[src/rtl/imem_loader_pkg.sv]
// Shared types and constants for the boot-time instruction-memory loader.
package imem_loader_pkg;

  typedef enum logic [2:0] {
    ST_IDLE  = 3'd0,
    ST_COUNT = 3'd1,
    ST_DATA  = 3'd2,
    ST_CHECK = 3'd3,
    ST_RUN   = 3'd4,
    ST_ERROR = 3'd5
  } state_t;

  localparam logic [7:0] DEFAULT_SYNC   = 8'hA5;
  localparam int         WORD_W         = 32;
  localparam int         BYTES_PER_WORD = 4;

  // Running frame checksum is a plain XOR fold over the payload bytes.
  function automatic logic [7:0] csum_step(input logic [7:0] acc, input logic [7:0] b);
    return acc ^ b;
  endfunction

endpackage

[src/rtl/imem_loader_word_packer.sv]
// Big-endian byte-to-word packer: lane counter, shift register, word-complete pulse.
module word_packer
  import imem_loader_pkg::*;
(
  input  logic              clk,
  input  logic              rstd,
  input  logic              clear,
  input  logic              shift,
  input  logic [7:0]        din,
  output logic [WORD_W-1:0] word,
  output logic              word_done
);

  logic [1:0]        lane;
  logic [WORD_W-1:0] shreg;

  // The word is presented combinationally so the 4th byte lands in the same edge's write.
  assign word      = {shreg[WORD_W-9:0], din};
  assign word_done = shift && (lane == 2'(BYTES_PER_WORD - 1));

  always_ff @(posedge clk) begin
    if (!rstd) begin
      lane  <= 2'd0;
      shreg <= '0;
    end else if (clear) begin
      lane  <= 2'd0;
      shreg <= '0;
    end else if (shift) begin
      lane  <= lane + 2'd1;
      shreg <= word;
    end
  end

endmodule

[src/rtl/imem_loader.sv]
// Framed byte-stream loader writing 32-bit words to instruction memory and gating CPU reset.
module imem_loader
  import imem_loader_pkg::*;
#(
  parameter logic [7:0] SYNC_BYTE = DEFAULT_SYNC,
  parameter int         ADDR_W    = 8
) (
  input  logic              clk,
  input  logic              rstd,
  input  logic [7:0]        in_data,
  input  logic              in_valid,
  output logic              in_ready,
  output logic              im_we,
  output logic [ADDR_W-1:0] im_addr,
  output logic [WORD_W-1:0] im_wdata,
  output logic              cpu_rstd,
  output logic              done,
  output logic              err
);

  state_t              state, state_next;
  logic                accept, is_sync, pack_clear, pack_shift, word_done;
  logic [WORD_W-1:0]   pack_word;
  logic [ADDR_W-1:0]   word_idx;
  logic [8:0]          words_left;
  logic [7:0]          csum;

  assign in_ready   = rstd;
  assign accept     = in_valid && in_ready;
  assign is_sync    = (in_data == SYNC_BYTE);
  assign pack_clear = accept && (state == ST_COUNT);
  assign pack_shift = accept && (state == ST_DATA);

  word_packer u_packer (
    .clk       (clk),
    .rstd      (rstd),
    .clear     (pack_clear),
    .shift     (pack_shift),
    .din       (in_data),
    .word      (pack_word),
    .word_done (word_done)
  );

  always_ff @(posedge clk) begin
    if (!rstd) begin
      state <= ST_IDLE;
    end else begin
      state <= state_next;
    end
  end

  always_comb begin
    state_next = state;
    if (accept) begin
      case (state)
        ST_IDLE:  state_next = is_sync ? ST_COUNT : ST_IDLE;
        ST_COUNT: state_next = ST_DATA;
        ST_DATA:  state_next = (word_done && (words_left == 9'd1)) ? ST_CHECK : ST_DATA;
        ST_CHECK: state_next = (in_data == csum) ? ST_RUN : ST_ERROR;
        ST_RUN:   state_next = is_sync ? ST_COUNT : ST_RUN;
        ST_ERROR: state_next = is_sync ? ST_COUNT : ST_ERROR;
        default:  state_next = ST_IDLE;
      endcase
    end else begin
      state_next = state;
    end
  end

  // Count byte 0 stands for a full 256-word image.
  always_ff @(posedge clk) begin
    if (!rstd) begin
      im_we      <= 1'b0;
      im_addr    <= '0;
      im_wdata   <= '0;
      cpu_rstd   <= 1'b0;
      done       <= 1'b0;
      err        <= 1'b0;
      word_idx   <= '0;
      words_left <= 9'd0;
      csum       <= 8'd0;
    end else begin
      im_we <= word_done;
      if (word_done) begin
        im_addr    <= word_idx;
        im_wdata   <= pack_word;
        word_idx   <= word_idx + ADDR_W'(1);
        words_left <= words_left - 9'd1;
      end
      if (pack_clear) begin
        word_idx   <= '0;
        csum       <= 8'd0;
        words_left <= (in_data == 8'd0) ? 9'd256 : {1'b0, in_data};
      end else if (pack_shift) begin
        csum <= csum_step(csum, in_data);
      end
      done     <= (state_next == ST_RUN);
      cpu_rstd <= (state_next == ST_RUN);
      err      <= (state_next == ST_ERROR);
    end
  end

endmodule

[config.mk]
export PLATFORM = sky130hd
export DESIGN_NAME = imem_loader
export DESIGN_NICKNAME = d
export VERILOG_FILES = /design/src/rtl/imem_loader_pkg.sv /design/src/rtl/imem_loader_word_packer.sv /design/src/rtl/imem_loader.sv
export SDC_FILE = /design/constraint.sdc
export NUM_CORES = 1
export LEC_CHECK = 0
export CAP_MARGIN = 20
export CORE_MARGIN = 10
export CORE_UTILIZATION = 49
export DETAILED_ROUTE_END_ITERATION = 8
export HOLD_SLACK_MARGIN = 0.02
export PLACE_DENSITY = 0.83
export SLEW_MARGIN = 20
export SYNTH_ARGS = -nofsm -noshare
export SYNTH_HDL_FRONTEND = slang
export SYNTH_SLANG_ARGS = --single-unit
export TNS_END_PERCENT = 100
[constraint.sdc]
create_clock -name clk -period 1.5 [get_ports clk]
set_input_delay 0.15 -clock clk [delete_from_list [all_inputs] [get_ports clk]]
set_output_delay 0.15 -clock clk [all_outputs]
set_load 0.1 [all_outputs]
======== Word-level counts from Yosys, hierarchy flattened ========
Index checks and enable logic that the tools add are counted.
storage, ports and cells
  register bits after elaboration ......... 97
  input bits .............................. 11
  output and inout bits ................... 45
  logic and storage cells ................. 46
cells by class
  add/sub/neg operators ................... 3
  equality and inequality tests ........... 11
  multiplexer cells ....................... 10
  bitwise logic cells ..................... 2
  reductions and logical operators ........ 9
operator list
  cell                   count
  $mux W9                3
  $pmux W3 S6            1
  $eq A3 B3 Y1 const B   4
  $eq A9 B1 Y1 const B   1
  $mux W3                3
  $sub A9 B1 Y9 const B  1
  $add A8 B1 Y8 const B  1
  $eq A8 B8 Y1           1
  $eq A8 B8 Y1 const B   1
  $logic_not A8 Y1       1
  $xor A8 B8 Y8          1
  $eq A3 B2 Y1 const B   2
  $logic_and A1 B1 Y1    5
  $eq A3 B1 Y1 const B   1
  $logic_not A3 Y1       1
  $mux W1                3
  $add A2 B1 Y2 const B  1
  $eq A2 B2 Y1 const B   1
  $reduce_bool A2 Y1     1
  $reduce_or A2 Y1       1
  $not A1 Y1             1

======== Depth between registers and ports, before layout ========
Gate-level depths: netlist of run 1.
  depth in word-level cells ............... 8
  depth in mapped cells ................... 8
  mapped depth without buffers ............ 7

======== Hierarchy ========
From an unflattened synthesis of run 1, not the netlist that was laid out.
second synthesis, totals
  cell total of the unflattened synthesis .. 402
  area total of the unflattened synthesis .. 4,139.0 µm²
modules (own cells, without submodules)
  module       times used  cells an instance  area an instance (µm²)  seq. area each (µm²)
  imem_loader  1           307                3,091.7                 1,421.4
  word_packer  1           95                 1,047.3                 520.5

======== Worst setup path before layout of run 1 ========
Ideal clock, no wire load.
  path type ............................... register to output
  start ................................... register done
  end ..................................... output done
  arrival time ............................ 1,356 ps
  required time ........................... 1,350 ps
  setup slack ............................. -6 ps
  cell stages (with the launch flop) ...... 2
  path buffers ............................ 1
  cell sequence ........................... dfxtp_1 buf_4
RTL lines
  item                      RTL line           RTL
  start: declaration        imem_loader.sv:17  output logic done,
  start signal: assignment  imem_loader.sv:96  done <= (state_next == ST_RUN);
No word-level cell between the ends.

======== Worst setup path after layout of run 1 ========
  start ................................... register state[0]
  end ..................................... register word_idx[3]
on the way
  longest elaborated chain between the ends .. 3
  elaborated cells between the ends (all ways) .. 6
  classes of those cells .................. 2 x eq/ne; 4 x reduce/logical
ends and longest elaborated chain
  item                                                                      RTL line                              RTL
  start: declaration                                                        imem_loader.sv:21                     state_t state, state_next;
  start signal: assignment                                                  imem_loader.sv:48                     state <= state_next;
  $eq A3 B1 Y1 / $eq A3 B2 Y1 (equally long branches)                       imem_loader.sv:31, imem_loader.sv:32
  $logic_and A1 B1 Y1, on equally long branches                             imem_loader.sv:31, imem_loader.sv:32
  $reduce_or A2 Y1 (no line) / $logic_and A1 B1 Y1 (equally long branches)  n/a
  end signal: assignment                                                    imem_loader.sv:86                     word_idx <= word_idx + ADDR_W'(1);
  end: declaration                                                          imem_loader.sv:24                     logic [ADDR_W-1:0] word_idx;
Several ways; a longest one is shown, not always the timed one.
A chain may end at the register's enable or synchronous reset.

==> run summary, run 1 <==
status: completed
Final Power: 0.00474 W
P&R area growth vs syn: 40.7%
critical path's slowest cell: and4bb_4
drt wl/cell: 14.8 um
Final #Nets: 566
Pleak: 2.06 nW
GRT Total Usage: 0.154
Pint: 0.00367 W
cell area power density: 832 mW/mm2
commonest non-fill, non-tap cell in the layout: nand2_1
n_diodes: 0
slowest cell delay on critical path: 380 ps
row count: 33
Pins Over Slew Limit: 0
gr ovfl total: 0
Mapped Area: 0.00405 mm2
Residual DRC: 0
Switching Share: 0.225
Detail Placement HPWL: 7.00 mm
dpl cell area: 0.00535 mm2
clk_lat worst skew: 360 ps
hold_ws: 257 ps
number of global-route vias before repair: 3455
proportion of layout cells with a drive suffix above 1: 0.250
Flop pwr share: 0.547
Synth Flop Type: dfxtp_1
arrival time worst endpoint: 1750 ps
Slew Limit Headroom: 0.722
final period utilization: 0.998
Initial DRC Count: 236
area of the multi-input gates: 0.00196 mm2
min Tclk post-route: 1500 ps
post-synth cell types: 53
number of enable flip-flop cells after synthesis: 0
Crit. End Element: flop
worst slew pin tran: 414 ps
initial antenna violation count: 0
critical path class: flop to flop
First-pass DRT Iterations: 5
Post-Synthesis Net Count: 484
clk sinks: 97
post-synthesis register bit count: 97
CP Max Fanout: 9
Fmax: 668 MHz
Final Hold Fails: 0
power share of the clock group: 0.397
DRT Wirelength: 9.77 mm
CP delay by family, top: simple AND/OR/NAND/NOR gates
Place WS: -321 ps
setup ws final: 3.13 ps
htree depth: 3
root buf cell: clkbuf_8
Synth Warn #: 0
Seq/Total Area, Yosys: 0.480
Vias: 3499
Max VDD drop: 0.623 mV
Num CTS Buffers: 9
RSZ-0062 raised after global routing: yes
Starting Density: 0.497
post-synthesis average cell area: 8.63 um2
Worst Hold Class: input port to flop
routability cong.: 0.923
ys async rst share: 0
Final TNS setup: 0 ps
die area: 0.0123 mm2
final instance area: 0.00569 mm2
clock slew at reported path FFs: 90 ps
combinational fraction of design power: 0.056
CP cell instances: and4bb_4, nand2_4, inv_6, buf_12, nand4_2, xor2_1, nor2_1
TritonCTS clock tree: built
Clock Tree Buf Depth: 2
CP startpoint kind: flop
data required time of the worst path: 1750 ps
via-per-instance ratio: 5.29
Clock Skew: 11.5 ps
fill count: 570
IO buf count: 55
Synth Instances: 469
DIE HEIGHT: 111 um
max-cap violation count: 0
CORE AREA: 0.00813 mm2
first-pass GRT wire length: 16.4 mm
largest net degree at the start of global routing: 43
IO Pins: 56
Die W: 111 um
Sequential cell area: 0.00195 mm2
Post-CTS Hold Buffers: 0
switching power: 0.00107 W
Detail Route Antenna Nets: 0
Buf/Inv on CP: 2
Final setup violation count: 0
most frequent cells in the layout: 139 x nand2_1, 92 x dfxtp_1, 49 x buf_12, 37 x a21boi_1, 36 x buf_4
==> cells in the mapped netlist, types with 2 or more instances <==
| library cell | n | area [um2] |
|---|---|---|
| clkbuf_1 | 8 | 30.0 |
| and3_1 | 2 | 12.5 |
| ha_1 | 4 | 50.1 |
| nand2_1 | 139 | 522 |
| nor2b_1 | 4 | 25.0 |
| and2_1 | 2 | 12.5 |
| xnor2_1 | 13 | 114 |
| dfxtp_1 | 97 | 1940 |
| nand4_1 | 3 | 18.8 |
| xor2_1 | 10 | 87.6 |
| buf_6 | 5 | 56.3 |
| buf_4 | 7 | 52.6 |
| a21boi_0 | 13 | 97.6 |
| a221oi_1 | 2 | 17.5 |
| inv_1 | 4 | 15.0 |
| o21ai_0 | 9 | 45.0 |
| and2b_1 | 2 | 15.0 |
| nand3_1 | 2 | 10.0 |
| a22oi_1 | 5 | 37.5 |
| nand2_2 | 2 | 12.5 |
| a21boi_1 | 33 | 248 |
| nor3_1 | 4 | 20.0 |
| nor2_1 | 25 | 93.8 |
| buf_2 | 7 | 35.0 |
| a21oi_1 | 36 | 180 |
| nor2_4 | 2 | 22.5 |
| nor2_2 | 2 | 12.5 |
| a31oi_1 | 2 | 12.5 |
==> registers in the layout, indices dropped and copies added (netlist names) <==
register and count:
state 3, im_we 1, im_wdata 32, err 1, words_left 9, done 1
csum 8, word_idx 8, im_addr 8, u_packer.shreg 24, u_packer.lane 2
==> cells by family (layout without fill, tap and decap cells) <==
logic type,Yosys count,in the layout,share of synthesized area
AOI/OAI and AO/OA,108,108,0.175
xor gates and xnor gates,23,23,0.0498
DFF,97,97,0.480
buffers and inverters,34,121,0.0529
adders and majority gates,4,4,0.0124
and+or+nand+nor,203,203,0.230
==> timing repair <==
item                       CTS  global route
setup buffers                0             2
pin swaps                    0             5
gates resized for setup      4            28
setup endpoints to repair    5            32
==> metrics by stage <==
step,cells,util
5_1_grt,661,0.700
6_report,661,0.700
3_3_place_gp,643,0.657
4_1_cts,659,0.685
3_5_place_dp,643,0.657
2_1_floorplan,469,-
==> path summary, 6_finish.rpt <==
check	start	end	slack, ps	cells after the start
setup / recovery	state[0]	word_idx[3]	3	7
hold / removal	in_data[4]	words_left[4]	260	3
setup reg to reg	state[0]	word_idx[3]	3	7
hold reg to reg	u_packer.shreg[17]	u_packer.shreg[17]	460	2
==> power groups by stage <==
stage | combinational (W) | sequential (W) | clock, W
final | 0.000265 | 0.00259 | 0.00188
after global routing | 0.000286 | 0.00260 | 0.00201
after CTS | 0.000258 | 0.00259 | 0.00189
after detailed placement | 0.000257 | 0.00265 | 0
after global placement | 0.000251 | 0.00265 | 0
after floorplan | 0.000133 | 0.00265 | 0
==> layer usage <==
layer | GRT usage | routed length [um]
met1 | 0.174 | 4050
met2 | 0.273 | 5030
met3 | 0.0363 | 530
met4 | 0.0616 | 167
met5 | 0 | 0
==> cell type report <==
cell class,count,share of cell area
clock inverter,5,0.0156
clock buffer,11,0.0231
inverter,5,0.00417
tap,105,0.0231
multi-input combinational,338,0.344
sequential,97,0.342
timing repair buffer,100,0.248
==> worst register-to-register path: cells and delay by family (launching register included) <==
kind,cells,cell delay (ps)
AND/OR/NAND/NOR,4,640
flip-flops,1,330
buffers and inverters,2,230
XOR/XNOR,1,200
(Power assumes the default switching activity.)
==> run 2: changes to the inputs <==
Settings changed: CORE_UTILIZATION 49 to 58, PLACE_DENSITY 0.83 to 0.92.
Clock period 1.5 ns to 1.8 ns, I/O delays scaled along.
==> run 2 against run 1 <==
  * Worst setup slack improved by 170 ps
  * First-iteration DRC count fell by 30%
  * Register-to-register slack improved by 170 ps
  * Largest power group unchanged
  * Highest routed layer unchanged
==> run summary, run 2 (synthesis results as in run 1) <==
number of global-route vias before repair: 3530 (was 3455)
gr ovfl total: 0 (unchanged)
Pleak: 1.80 nW (was 2.06 nW)
CP Max Fanout: 42 (was 9)
DRT Wirelength: 8.96 mm (was 9.77 mm)
status: completed (unchanged)
hold depth: 2 (was 3)
CORE AREA: 0.00679 mm2 (was 0.00813 mm2)
Pins Over Slew Limit: 0 (unchanged)
largest register by flop count: im_wdata (unchanged)
routability cong.: 0.868 (was 0.923)
Vias: 3417 (was 3499)
row count: 30 (was 33)
Final #Nets: 550 (was 566)
clk_lat worst skew: 370 ps (was 360 ps)
Num CTS Buffers: 9 (unchanged)
Clock Tree Buf Depth: 2 (unchanged)
setup bufs post-CTS: 0 (unchanged)
First-pass DRT Iterations: 4 (was 5)
final period utilization: 0.902 (was 0.998)
Residual DRC: 0 (unchanged)
CP startpoint kind: flop (unchanged)
post-CTS sizing: 0 (was 4)
DIE HEIGHT: 104 um (was 111 um)
Detail Route Antenna Nets: 0 (unchanged)
die area: 0.0107 mm2 (was 0.0123 mm2)
Fmax: 616 MHz (was 668 MHz)
via-per-instance ratio: 5.38 (was 5.29)
Starting Density: 0.596 (was 0.497)
Worst R2R Setup Slack: 180 ps (was 3 ps)
IO Pins: 56 (unchanged)
drt wl/cell: 14.1 um (was 14.8 um)
Final TNS setup: 0 ps (unchanged)
RSZ-0062 raised after global routing: no (was yes)
Crit. End Element: flop (unchanged)
n_diodes: 0 (unchanged)
largest net degree at the start of global routing: 43 (unchanged)
clk sinks: 97 (unchanged)
commonest non-fill, non-tap cell in the layout: nand2_1 (unchanged)
dpl cell area: 0.00469 mm2 (was 0.00535 mm2)
arrival time worst endpoint: 1860 ps (was 1750 ps)
initial antenna violation count: 0 (unchanged)
IO buf count: 55 (unchanged)
P&R area growth vs syn: 20.3% (was 40.7%)
root buf cell: clkbuf_8 (unchanged)
final instance area: 0.00487 mm2 (was 0.00569 mm2)
Worst Reg-to-Reg Cells: 5 (was 7)
Slew Limit Headroom: 0.719 (was 0.722)
CP startpoint: state[0] (unchanged)
Final Hold Fails: 0 (unchanged)
Worst Hold Class: flop to flop (was input port to flop)
proportion of layout cells with a drive suffix above 1: 0.199 (was 0.250)
area of the multi-input gates: 0.00189 mm2 (was 0.00196 mm2)
FF-to-FF End: csum[7] (was word_idx[3])
worst slew pin tran: 422 ps (was 414 ps)
data required time of the worst path: 2040 ps (was 1750 ps)
Sequential cell area: 0.00194 mm2 (was 0.00195 mm2)
Post-CTS Hold Buffers: 0 (unchanged)
Final setup violation count: 0 (unchanged)
GRT Total Usage: 0.168 (was 0.154)
max-cap violation count: 0 (unchanged)
max FFs per register: 32 (unchanged)
most frequent cells in the layout: 139 x nand2_1, 97 x dfxtp_1, 69 x buf_4, 36 x a21oi_1, 33 x a21boi_1 (was 139 x nand2_1, 92 x dfxtp_1, 49 x buf_12, 37 x a21boi_1, 36 x buf_4)
Detail Placement HPWL: 6.43 mm (was 7.00 mm)
Worst R2R Start: state[0] (unchanged)
first-pass GRT wire length: 15.6 mm (was 16.4 mm)
Clock Skew: 11.6 ps (was 11.5 ps)
setup ws final: 176 ps (was 3.13 ps)
Initial DRC Count: 165 (was 236)
min Tclk post-route: 1620 ps (was 1500 ps)
cell area power density: 753 mW/mm2 (was 832 mW/mm2)
Worst Min Path Start: u_packer.shreg[20] (was in_data[4])
biggest regs: im_wdata x32, u_packer.shreg x24, words_left x9 (unchanged)
clock slew at reported path FFs: 100 ps (was 90 ps)
Die W: 104 um (was 111 um)
htree depth: 3 (unchanged)
critical path class: flop to flop (unchanged)
Max VDD drop: 0.906 mV (was 0.623 mV)
TritonCTS clock tree: built (unchanged)
fill count: 496 (was 570)
Place WS: -17.4 ps (was -321 ps)
Hold Path Sink: im_wdata[28] (was words_left[4])
==> run 2: cell types whose count changed in the layout (fill, tap and decap cells not counted), moves of 3 or more <==
cell and change:
buf_12 -44, buf_4 +33, dfxtp_1 +5, dfxtp_2 -5
a21boi_0 +4, a21boi_1 -4, buf_6 -4, clkinvlp_4 +3
==> run 2: worst max-delay path, cell delays in order (launching register included) <==
cell and delay, ps:
dfxtp_1 450, nor3b_2 290, nand3_1 170, nand2_1 100, buf_4 380, nor2_1 100
==> run 2: worst max path at each step <==
stage,end,cells after the start
floorplan,done,1
global placement,im_wdata[8],8
detailed placement,im_wdata[22],8
CTS,csum[7],5
global route,csum[7],5
finish,csum[7],5
==> run 2: power by group <==
group	switching, W	total (W)	internal [W]	leakage (nW)
sequential	0.00000936	0.00216	0.00215	0.781
clock	0.000790	0.00130	0.000511	0.0798
combinational	0.000107	0.000203	0.0000962	0.942
total	0.000906	0.00367	0.00276	1.80
==> run 2: area by class of cell <==
cell class / count / area share
clock buffer: 9 / 0.0254
clock inverter: 6 / 0.0105
inverter: 5 / 0.00437
multi-input combinational: 338 / 0.388
sequential: 97 / 0.399
tap: 96 / 0.0247
timing repair buffer: 84 / 0.148
==> run 2: stage by stage <==
step	util	hold slack (ps)	total power, W	instances
3_5_place_dp	0.691	445	0.00241	620
6_report	0.716	454	0.00367	635
3_3_place_gp	0.691	440	0.00241	620
5_1_grt	0.716	478	0.00379	635
2_1_floorplan	-	315	0.00232	469
4_1_cts	0.716	459	0.00369	635
==> run 2: per-layer routing <==
layer  share of wire  wire length (um)  up-vias  track usage
li1                -                 -     1682            -
met1            0.40              3620     1624        0.184
met2            0.51              4520       92        0.292
met3           0.073               658       19       0.0613
met4           0.017               151        0       0.0565
met5               0                 0        -            0
